`src/rtl/sequential_adder_controller.sv`:
```
`default_nettype none
// ============================================================================
// Module      : sequential_adder_controller (plus carry_lookahead_adder)
// Description : Multi-byte adder that time-multiplexes one 8-bit carry
//               lookahead adder over NUM_BYTES byte slices, LSB first.
//               Requests arrive on a valid/ready handshake and results leave
//               on another.
//               Throughput is one operation every NUM_BYTES+2 cycles.
// Options     : SEQ_ADDER_SUB_EN - when defined, sub_i = 1 computes A-B.
//                                  This is done by inverting B and forcing
//                                  the initial carry to 1.
// Ports       : clk_i, rst_n_i (async, active-low)
//               valid_i/ready_o, a_i, b_i, ci_i, sub_i  - request side
//               valid_o/ready_i, sum_o, co_o, ovf_o     - result side
// Revision    : 1.0 - initial release
// ============================================================================

// 8-bit carry lookahead adder. Each carry is built directly from the
// generate/propagate terms instead of rippling. co_o[i] is the carry out of
// bit i.
module carry_lookahead_adder (
   input  logic [7:0] a_i,
   input  logic [7:0] b_i,
   input  logic       ci_i,
   output logic [7:0] sum_o,
   output logic [7:0] co_o
);
   logic [7:0] w_p;
   logic [7:0] w_g;

   assign w_p = a_i ^ b_i;
   assign w_g = a_i & b_i;

   always_comb begin
      logic pp;
      co_o = '0;
      for (int i = 0; i < 8; i++) begin
         pp = 1'b1;
         for (int j = i; j >= 0; j--) begin
            co_o[i] = co_o[i] | (pp & w_g[j]);
            pp      = pp & w_p[j];
         end
         co_o[i] = co_o[i] | (pp & ci_i);
      end
   end

   assign sum_o = w_p ^ {co_o[6:0], ci_i};
endmodule

module sequential_adder_controller #(
   parameter int NUM_BYTES = 4            // legal range 2..8
) (
   input  logic                   clk_i,
   input  logic                   rst_n_i,
   input  logic                   valid_i,
   output logic                   ready_o,
   input  logic [8*NUM_BYTES-1:0] a_i,
   input  logic [8*NUM_BYTES-1:0] b_i,
   input  logic                   ci_i,
   input  logic                   sub_i,
   output logic                   valid_o,
   input  logic                   ready_i,
   output logic [8*NUM_BYTES-1:0] sum_o,
   output logic                   co_o,
   output logic                   ovf_o
);
   localparam int WIDTH = 8 * NUM_BYTES;
   localparam int CNT_W = $clog2(NUM_BYTES);
   localparam logic [CNT_W-1:0] LAST_BYTE = CNT_W'(NUM_BYTES - 1);

   localparam logic [1:0] IDLE = 2'd0;
   localparam logic [1:0] RUN  = 2'd1;
   localparam logic [1:0] DONE = 2'd2;

   logic [1:0]       state_q, state_d;
   logic [WIDTH-1:0] a_q, a_d;
   logic [WIDTH-1:0] b_q, b_d;        // holds B' (already inverted for subtract)
   logic             carry_q, carry_d;
   logic [CNT_W-1:0] cnt_q, cnt_d;
   logic [WIDTH-1:0] sum_q, sum_d;
   logic             co_q, co_d;
   logic             ovf_q, ovf_d;

   logic [WIDTH-1:0] w_b_in;
   logic             w_ci_in;
   logic [7:0]       w_a_byte;
   logic [7:0]       w_b_byte;
   logic [7:0]       w_add_sum;
   logic [7:0]       w_add_co;
   logic             w_unused;

`ifdef SEQ_ADDER_SUB_EN
   // Subtract folds into the captured operand so the datapath stays an adder.
   assign w_b_in   = sub_i ? ~b_i : b_i;
   assign w_ci_in  = sub_i ? 1'b1 : ci_i;
   assign w_unused = ^w_add_co[6:0];
`else
   assign w_b_in   = b_i;
   assign w_ci_in  = ci_i;
   assign w_unused = sub_i ^ (^w_add_co[6:0]);
`endif

   // Select the current byte slice of each operand.
   always_comb begin
      w_a_byte = '0;
      w_b_byte = '0;
      for (int i = 0; i < NUM_BYTES; i++) begin
         if (cnt_q == CNT_W'(i)) begin
            w_a_byte = a_q[i*8 +: 8];
            w_b_byte = b_q[i*8 +: 8];
         end
      end
   end

   carry_lookahead_adder u_cla (
      .a_i   (w_a_byte),
      .b_i   (w_b_byte),
      .ci_i  (carry_q),
      .sum_o (w_add_sum),
      .co_o  (w_add_co)
   );

   always_comb begin
      state_d = state_q;
      a_d     = a_q;
      b_d     = b_q;
      carry_d = carry_q;
      cnt_d   = cnt_q;
      sum_d   = sum_q;
      co_d    = co_q;
      ovf_d   = ovf_q;
      case (state_q)
         IDLE: begin
            if (valid_i) begin
               state_d = RUN;
               a_d     = a_i;
               b_d     = w_b_in;
               carry_d = w_ci_in;
               cnt_d   = '0;
            end
         end
         RUN: begin
            for (int i = 0; i < NUM_BYTES; i++) begin
               if (cnt_q == CNT_W'(i)) begin
                  sum_d[i*8 +: 8] = w_add_sum;
               end
            end
            carry_d = w_add_co[7];
            if (cnt_q == LAST_BYTE) begin
               // The last slice carries the sign bits, so flags come from here.
               state_d = DONE;
               cnt_d   = '0;
               co_d    = w_add_co[7];
               ovf_d   = (a_q[WIDTH-1] == b_q[WIDTH-1]) &
                         (w_add_sum[7] != a_q[WIDTH-1]);
            end else begin
               cnt_d = cnt_q + 1'b1;
            end
         end
         DONE: begin
            if (ready_i) begin
               state_d = IDLE;
            end
         end
         default: begin
            state_d = IDLE;
         end
      endcase
   end

   always_ff @(posedge clk_i or negedge rst_n_i) begin
      if (!rst_n_i) begin
         state_q <= IDLE;
         a_q     <= '0;
         b_q     <= '0;
         carry_q <= 1'b0;
         cnt_q   <= '0;
         sum_q   <= '0;
         co_q    <= 1'b0;
         ovf_q   <= 1'b0;
      end else begin
         state_q <= state_d;
         a_q     <= a_d;
         b_q     <= b_d;
         carry_q <= carry_d;
         cnt_q   <= cnt_d;
         sum_q   <= sum_d;
         co_q    <= co_d;
         ovf_q   <= ovf_d;
      end
   end

   assign ready_o = (state_q == IDLE);
   assign valid_o = (state_q == DONE);
   assign sum_o   = sum_q;
   assign co_o    = co_q;
   assign ovf_o   = ovf_q;
endmodule
`default_nettype wire

```
`config.mk`:
```
export PLATFORM = sky130hd
export DESIGN_NAME = sequential_adder_controller
export DESIGN_NICKNAME = d
export VERILOG_FILES = /design/src/rtl/sequential_adder_controller.sv
export SDC_FILE = /design/constraint.sdc
export NUM_CORES = 1
export LEC_CHECK = 0
export CAP_MARGIN = 20
export CORE_MARGIN = 5
export CORE_UTILIZATION = 47
export CTS_BUF_LIST = sky130_fd_sc_hd__clkbuf_8
export CTS_CLUSTER_DIAMETER = 200
export DETAILED_ROUTE_END_ITERATION = 6
export PLACE_DENSITY_LB_ADDON = 0.08
export SYNTH_ARGS = -nofsm -noshare
export SYNTH_HDL_FRONTEND = slang
export SYNTH_SLANG_ARGS = --single-unit
```
`constraint.sdc`:
```
create_clock -name clk_i -period 2.98 [get_ports clk_i]
set_clock_uncertainty 0.2 [all_clocks]
set_input_delay 0.596 -clock clk_i [delete_from_list [all_inputs] [get_ports clk_i]]
set_output_delay 0.596 -clock clk_i [all_outputs]
set_load 0.005 [all_outputs]
```
Yosys cells after proc, flatten, opt, wreduce, memory -nomap -nowiden
Cells that the tools add are included.
Storage, ports and cells
  bits in registers: 103
  input port bits: 70
  output and inout bits: 36
  word-level logic and storage cells: 153
Cells by class
  add/sub/neg operators: 1
  equality and inequality tests: 10
  muxes and demuxes: 17
  bitwise logic cells: 104
  reductions and logical operators: 10
Operators with widths (count)
  $and 1x1->1: 65
  $mux 8: 8
  $or 1x1->1: 36
  $xor 8x8->8: 2
  $reduce_and 2->1: 6
  $mux 2: 5
  $and 8x8->8: 1
  $eq 2x2->1 const B: 3
  $pmux 2 s3: 1
  $eq 2x1->1 const B: 2
  $logic_not 2->1: 2
  $ne 2x2->1 const B: 2
  $pmux 2 s2: 1
  $reduce_and 3->1: 1
  $add 2x1->2 const B: 1
  $ne 2x1->1 const B: 1
  $pmux 1 s2: 1
  $reduce_bool 2->1: 1
  $eq 1x1->1: 1
  $mux 1: 1
  $ne 1x1->1: 1

Longest topological paths before layout
Gate-level depths: netlist of run 1.
  word-level depth: 17
  depth in mapped cells: 14
  gate-level depth less buffers: 12

By module
From an unflattened synthesis of run 1, not the netlist that was laid out.
Second synthesis, totals
  cell total of the unflattened synthesis: 359
  area, all modules: 5079.9 sq um
By module, submodules not included
  sequential_adder_controller: times used 1, cells an instance 319, area each 4749.6 sq um, seq. area each 2577.5 sq um
  carry_lookahead_adder: times used 1, cells an instance 40, area each 330.3 sq um, seq. area each 0.0 sq um

Least setup slack after synthesis of run 1
OpenSTA, ideal clock, no wires.
  kind: register -> register
  from: register cnt_q[0]
  to: register sum_q[13] (netlist: sum_o[13])
  library setup time: 132 ps
  arrival time: 2679 ps
  data required time: 2648 ps
  setup slack: -31 ps
  stages on the path, launching flop included: 13
  buffers on the path: 2
  clock period less this slack: 3011 ps
  path through: dfrtp_1 -> inv_1 -> ha_1 -> clkbuf_1 -> clkbuf_1 -> a21oi_1 -> o21ai_0 -> ha_1 -> a211oi_2 -> o21bai_1 -> a31oi_1 -> xor2_1 -> o21ai_0
On the way
  longest elaborated chain between the ends: 13
  elaborated cells on any way between the ends: 30
  classes of those cells: eq/ne (3); mux (8); bitwise (17); reduce/logical (2)
RTL lines
  start: declaration: RTL line 79  | logic [CNT_W-1:0] cnt_q, cnt_d;
  start signal: assignment: RTL line 186  | cnt_q <= cnt_d;
  $logic_not 2->1: RTL line 108  | if (cnt_q == CNT_W'(i)) begin
  $mux 8 (4 in a row): RTL line 108
  $xor 8x8->8 / $and 8x8->8 (equally long branches): RTL line 31, 32
  $and 1x1->1, on equally long branches: RTL line 40, 41
  $or 1x1->1 (tied with other cells) (3 in a row): RTL line 40  | co_o[i] = co_o[i] | (pp & w_g[j]);
  $or 1x1->1 / $and 1x1->1 (equally long branches): RTL line 40, 43
  $or 1x1->1: RTL line 43  | co_o[i] = co_o[i] | (pp & ci_i);
  $xor 8x8->8: RTL line 47  | assign sum_o = w_p ^ {co_o[6:0], ci_i};
  end signal: assignment: RTL line 187  | sum_q <= sum_d;
  end: declaration: RTL line 80  | logic [WIDTH-1:0] sum_q, sum_d;
Parallel ways exist; a longest one is shown, timed or not.
A chain may end at the register's enable or synchronous reset.

Worst setup path in the final report of run 1
  from: register cnt_q[0]
  to: register ovf_q (netlist: ovf_o)
On the way
  longest elaborated chain between the ends: 17
  elaborated cells on any way between the ends: 38
  classes of those cells: eq/ne (4); mux (8); bitwise (24); reduce/logical (2)
RTL lines
  $logic_not 2->1: RTL line 108
  $mux 8 (4 in a row): RTL line 108
  $xor 8x8->8 / $and 8x8->8 (equally long branches): RTL line 31, 32
  $and 1x1->1, on equally long branches: RTL line 40, 41
  $or 1x1->1 (tied with other cells) (5 in a row): RTL line 40
  $or 1x1->1 / $and 1x1->1 (equally long branches): RTL line 40, 43
  $or 1x1->1: RTL line 43
  $xor 8x8->8: RTL line 47
  $ne 1x1->1: RTL line 155  | (w_add_sum[7] != a_q[WIDTH-1]);
  $and 1x1->1: RTL line 154  | ovf_d = (a_q[WIDTH-1] == b_q[WIDTH-1]) &
  end signal: assignment: RTL line 189  | ovf_q <= ovf_d;
  end: declaration: RTL line 82  | logic ovf_q, ovf_d;
Parallel ways exist; a longest one is shown, timed or not.

==> results of run 1 <==
-- cells in the mapped netlist, types with 2 or more instances --
cell type	number	area, sq um
buf_6	2	22.52
nand2b_1	2	12.51
o31ai_1	2	15.01
nor2_1	4	15.01
buf_2	7	35.03
nand3b_1	16	120.1
clkbuf_1	17	63.81
inv_1	4	15.01
o21ai_1	2	10.01
ha_1	12	150.1
a21oi_1	37	185.2
o21bai_1	2	15.01
mux2_2	68	765.7
dfrtp_1	103	2577
xnor2_1	3	26.28
nand2_1	69	259.0
o21ai_0	46	230.2
xor2_1	3	26.28
-- critical path, delay by kind of cell, from the launching register on --
| kind | cells | cell delay [ps] |
|---|---|---|
| buffers and inverters | 2 | 270 |
| AND/OR/NAND/NOR | 2 | 470 |
| flip-flops | 1 | 440 |
| adder cells (fa/ha/maj) | 2 | 430 |
| multiplexers | 1 | 200 |
| AO/OA/AOI/OAI | 6 | 860 |
-- layout make-up --
| cell class | count | share of cell area (%) |
|---|---|---|
| Clock buffer | 10 | 2.090 |
| Tap cell | 133 | 2.527 |
| Multi-Input combinational cell | 286 | 33.55 |
| Sequential cell | 103 | 39.14 |
| Inverter | 4 | 0.2280 |
| Clock inverter | 6 | 1.026 |
| Timing Repair Buffer | 149 | 21.43 |
-- what timing repair did --
item	4_1_cts	5_1_grt
setup buffers	5	4
gates resized for setup	32	28
pin swaps	11	15
endpoints found under the setup margin	23	23
-- power by group through the flow --
| stage | combinational, W | clock, W | sequential [W] |
|---|---|---|---|
| after global placement | 0.00440 | 0 | 0.00247 |
| after floorplan | 0.00272 | 0 | 0.00242 |
| after global routing | 0.00588 | 0.000987 | 0.00258 |
| after CTS | 0.00497 | 0.000933 | 0.00247 |
| final | 0.00535 | 0.000906 | 0.00248 |
| after detailed placement | 0.00451 | 0 | 0.00250 |
-- per-stage QoR --
stage | total power [W] | worst slack, ps
2_1_floorplan | 0.005138 | 12.91
3_3_place_gp | 0.006872 | -133.5
3_5_place_dp | 0.007013 | -269.1
4_1_cts | 0.008376 | -1.840
5_1_grt | 0.009452 | -129.0
6_report | 0.008738 | 32.03
-- cell families after synthesis --
kind of cell | share of synthesized area, %
buffers and inverters | 3.028
xor gates and xnor gates | 1.106
muxes | 16.32
adders and majority gates | 3.581
DFF | 54.24
and+or+nand+nor | 9.584
AOI/OAI and AO/OA | 12.14
-- metal layers --
metal | GRT usage [%] | up-vias | routed length (um)
met5 | 0 | - | 0
met1 | 23.32 | 1686 | 4695
met3 | 3.884 | 12 | 501
met4 | 6.404 | 0 | 153
met2 | 30.46 | 90 | 5370
li1 | - | 1734 | -
-- state kept, by name, indices dropped and copies added (netlist names) --
register and flops:
cnt_q 2, state_q 2, sum_o 32, ovf_o 1
a_q 32, carry_q 1, co_o 1, b_q 32
-- path summary, 6_finish.rpt --
kind | from | to | slack, ps | cells past startpoint
setup / recovery | cnt_q[0] | ovf_o | 30 | 13
hold / removal | rst_n_i | sum_o[7] | 120 | 1
setup reg to reg | cnt_q[0] | ovf_o | 30 | 13
hold reg to reg | sum_o[20] | sum_o[20] | 290 | 2
max in group asynchronous | rst_n_i | a_q[4] | 1650 | 2
min in group clk_i | sum_o[20] | sum_o[20] | 290 | 2
==> flow_summary.yaml, run 1 <==
detailed_routing:
  dr.pass1.iters: 4
  routed_wl_um: 10720
  drc: 0
  vias: 3522
  ant_nets: 0
  wl_per_cell_um: 15.52
  drt_iter0_markers: 155
  vias_per_cell: 5.097
cells_and_area:
  multi_input_area_sq_mm: 0.002210
  n_fill_cell: 786
  drive_gt1_share_pct: 30.29
  stdcell_count: 691
  finalNetCount: 636
  seqCellArea_sq_mm: 0.002577
  syn_to_final_growth_pct: 38.57
  final_area_sq_mm: 0.006585
  final_util_pct: 67.06
  final_cell_mix: "103 x dfrtp_1, 103 x clkdlybuf4s50_1, 69 x nand2_1, 68 x mux2_2, 40 x buf_4"
  antenna_cells: 0
die:
  pin_count: 106
  die_w_um: 110.6
  fp-row-count: 36
  die_area_sq_mm: 0.01222
  die_h_um: 110.6
  start_util_pct: 48.39
  core-area_sq_mm: 0.009819
worst_setup_path:
  slowest_stage: "dfrtp_1"
  cp_common_cell: "a21oi_2"
  cp-start-kind: "flop"
  crit_chain: "inv_2 -> ha_4 -> buf_6 -> nand3b_1 -> a21oi_2 -> a21oi_2 -> o21ai_1 -> ha_2 -> o21ai_2 -> o21ba_4 -> or3_4 -> a31oi_4 -> mux2i_1"
  cp-end-kind: "flop"
  critPathArrivalTime_ps: 3050
  worstSetupPathType: "reg -> reg"
  max_stage_delay_ps: 440
  cp_max_fo: 8
  required_ps: 3090
power_and_ir_drop:
  cellLeakagePower_nw: 2.753
  power_switching_w: 0.003318
  p_int_w: 0.005420
  switching_share_pct: 37.97
  power.density_mw_per_mm2: 1327
  vdd_drop_max_mv: 0.5936
  p_clk_share_pct: 10.4
  seqPwrFrac_pct: 28.4
  combPwrFrac_pct: 61.3
timing:
  slew_headroom_pct: 43.11
  tns_ps: 0
  tightest_slew_ps: 853.4
  slew_violations: 0
  fin_crit_ps: 2948
  layout_worst_path_cycle_share_pct: 98.93
  hold_viol: 0
  fmax_mhz: 339.2
  setup_viol: 0
  hold_ws_ps: 118.1
  rsz0062_at_grt: "yes"
synth:
  avgSynthCellArea_sq_um: 11.31
  ys_seq_area_share_pct: 54.24
  synth-async-reset-ratio_pct: 100.0
  yosysWarnings: 0
  netlist_instances: 420
  synth_seq_cells: 103
  synth-main-ff-cell: "dfrtp_1"
  synth_cell_types: 39
  synth_nets: 503
  synth_edf_count: 0
  synth_area_sq_mm: 0.004752
clock_tree:
  clock_path_buffers: 2
  hold_buffers: 0
  path_clk_slew_ps: 100
  cts_root_buf: "clkbuf_8"
  htree_levels: 3
  cts_tree: "built"
  cts_buffers: 9
  clock-sinks: 103
  clk_latency_ps: 380
global_routing:
  grt_max_degree: 70
  grt_overflow_total: 0
  grt_pass1_vias: 3736
  grt_first_pass_wirelength_um: 18250
  track_usage_pct: 18.18
  antenna_found_initial: 0
outcome:
  outcome: "finished clean"
job:
  max_cap_violations: 0
placement:
  placement.io_buffers: 104
  placedCellCount: 666
  place.gp.congestion: 0.7726
  hpwl_um: 7942
  place_area_sq_mm: 0.006112
min_path:
  hold_path.class: "in -> async"
Power figures use the tool's default switching activity.
==> run 2: changes to the inputs <==
--- a/config.mk
+++ b/config.mk
@@ -11,7 +11,9 @@
 export CTS_BUF_LIST = sky130_fd_sc_hd__clkbuf_8
 export CTS_CLUSTER_DIAMETER = 200
 export DETAILED_ROUTE_END_ITERATION = 6
+export GPL_ROUTABILITY_DRIVEN = 0
 export PLACE_DENSITY_LB_ADDON = 0.08
+export REMOVE_ABC_BUFFERS = 1
 export SYNTH_ARGS = -nofsm -noshare
 export SYNTH_HDL_FRONTEND = slang
 export SYNTH_SLANG_ARGS = --single-unit
==> run 2 against run 1 <==
  * The flow now finishes with violations (negative setup slack)
  * Maximum frequency fell by 1.4%
  * Clock power up 5.6%
  * Global-route usage shrank 0.46 points
  * Sequential cell count did not move
  * Largest cell class unchanged
==> flow_summary.yaml, run 2 (same netlist as run 1, synthesis figures left out) <==
outcome:
  outcome: "finished, violations left"
  violations: "negative setup slack"
cells_and_area:
  finalNetCount: 640
  antenna_cells: 0
  drive_gt1_share_pct: 31.02
  final_cell_mix: "103 x dfrtp_1, 103 x clkdlybuf4s50_1, 69 x nand2_1, 68 x mux2_2, 37 x buf_4"
  syn_to_final_growth_pct: 41.94
worst_setup_path:
  cp_max_fo: 5
  required_ps: 3010
  worstSetupPathType: "reg -> reg"
  cp-end-kind: "flop"
  cp-start-kind: "flop"
  critPathArrivalTime_ps: 3020
timing:
  tightest_slew_ps: 630.1
  fmax_mhz: 334.5
  rsz0062_at_grt: "yes"
  layout_worst_path_cycle_share_pct: 100.3
  fin_crit_ps: 2989
  slew_violations: 0
  hold_ws_ps: 2.118
  setup_viol: 1
  layout_setup_ws_ps: -9.316
  hold_viol: 0
  slew_headroom_pct: 57.91
power_and_ir_drop:
  cellLeakagePower_nw: 2.835
  switching_share_pct: 38.29
  combPwrFrac_pct: 62.3
  vdd_drop_max_mv: 0.5972
  seqPwrFrac_pct: 27.2
  power_switching_w: 0.003482
  finalPower_w: 0.009092
  power.density_mw_per_mm2: 1348
  p_clk_share_pct: 10.5
  p_int_w: 0.005610
die:
  fp-row-count: 36
  pin_count: 106
  die_h_um: 110.6
  start_util_pct: 48.39
  die_area_sq_mm: 0.01222
  die_w_um: 110.6
  core-area_sq_mm: 0.009819
clock_tree:
  hold_buffers: 0
  cts_root_buf: "clkbuf_8"
  htree_levels: 3
  cts_buffers: 9
  clk_latency_ps: 360
  clock_path_buffers: 2
  cts_tree: "built"
  path_clk_slew_ps: 100
  clock-sinks: 103
job:
  max_cap_violations: 0
global_routing:
  grt_pass1_vias: 3680
  track_usage_pct: 17.72
  antenna_found_initial: 0
  grt_max_degree: 63
  grt_first_pass_wirelength_um: 18000
  grt_overflow_total: 0
detailed_routing:
  wl_per_cell_um: 15.75
  vias: 3594
  dr.pass1.iters: 4
  routed_wl_um: 10930
  vias_per_cell: 5.179
  drc: 0
  ant_nets: 0
  drt_iter0_markers: 120
placement:
  hpwl_um: 7778
  placement.io_buffers: 104
min_path:
  hold_path.class: "in -> async"
run 2: cell types whose count changed in the layout (fill, tap and decap cells not counted), moves of 2 or more:
| cell | previous run | this run |
|---|---|---|
| clkbuf_16 | 0 | 2 |
| o21ai_0 | 30 | 23 |
| a21oi_2 | 13 | 7 |
| buf_4 | 40 | 37 |
| buf_12 | 1 | 6 |
| inv_6 | 2 | 0 |
| a21oi_1 | 23 | 28 |
| o21ai_2 | 5 | 13 |
run 2: metal layers:
metal | global-route usage [%] | vias to the layer above | routed length, um
li1 | - | 1741 | -
met1 | 23.29 | 1744 | 4851
met2 | 29.29 | 99 | 5371
met3 | 4.158 | 10 | 580
met4 | 5.172 | 0 | 129
met5 | 0 | - | 0
run 2: timing repair:
item / CTS / global route
pin swaps: 6 / 28
cloned: 0 / 2
setup endpoints to repair: 23 / 27
buffers inserted: 2 / 8
resized for setup: 11 / 61
endpoints found under the hold margin: 0 / 0
run 2: path summary, 6_finish.rpt:
kind | start | to | slack, ps | depth (start not counted)
max | cnt_q[0] | sum_o[5] | -9 | 14
min | rst_n_i | a_q[8] | 2 | 1
max reg2reg | cnt_q[0] | sum_o[5] | -9 | 14
min reg2reg | sum_o[14] | sum_o[14] | 290 | 2
max in group asynchronous | rst_n_i | b_q[30] | 1860 | 2
min in group clk_i | sum_o[14] | sum_o[14] | 290 | 2
run 2: power groups by stage:
stage / clock [W] / combinational [W] / sequential, W
finish: 0.000957 / 0.00566 / 0.00247
floorplan: 0 / 0.00264 / 0.00242
detailed placement: 0 / 0.00456 / 0.00249
global placement: 0 / 0.00443 / 0.00247
CTS: 0.000981 / 0.00477 / 0.00247
global route: 0.00103 / 0.00621 / 0.00257
run 2: layout make-up:
cell class,count,area [sq um]
Fill cell,781,3074
Timing Repair Buffer,153,1539
Inverter,4,15.01
Tap cell,133,166.4
Clock inverter,5,82.58
Multi-Input combinational cell,286,2227
Clock buffer,10,137.6
Sequential cell,103,2577
run 2: per-stage QoR:
step	cell area [sq um]	worst slack (ps)	cells	setup TNS [ps]	util, %
detailed placement	6165	-168.5	668	-2139	62.78
floorplan	4623	-185.8	393	-2739	-
global route	6745	-153.0	694	-1767	68.69
CTS	6417	-65.89	685	-166.4	65.35
finish	6745	-9.316	694	-9.316	68.69
global placement	6165	-124.3	668	-1425	62.78
run 2: worst max-delay path, cell delays in order, from the launching register on:
cell and delay [ps]:
dfrtp_1 440, inv_2 80, buf_6 120, ha_4 180, clkbuf_16 170, a21oi_4 110, a21oi_2 50, o21ai_2 200
ha_4 240, a211oi_4 320, o21bai_2 150, a31oi_1 180, xor2_1 180, buf_4 170, o21ai_2 60
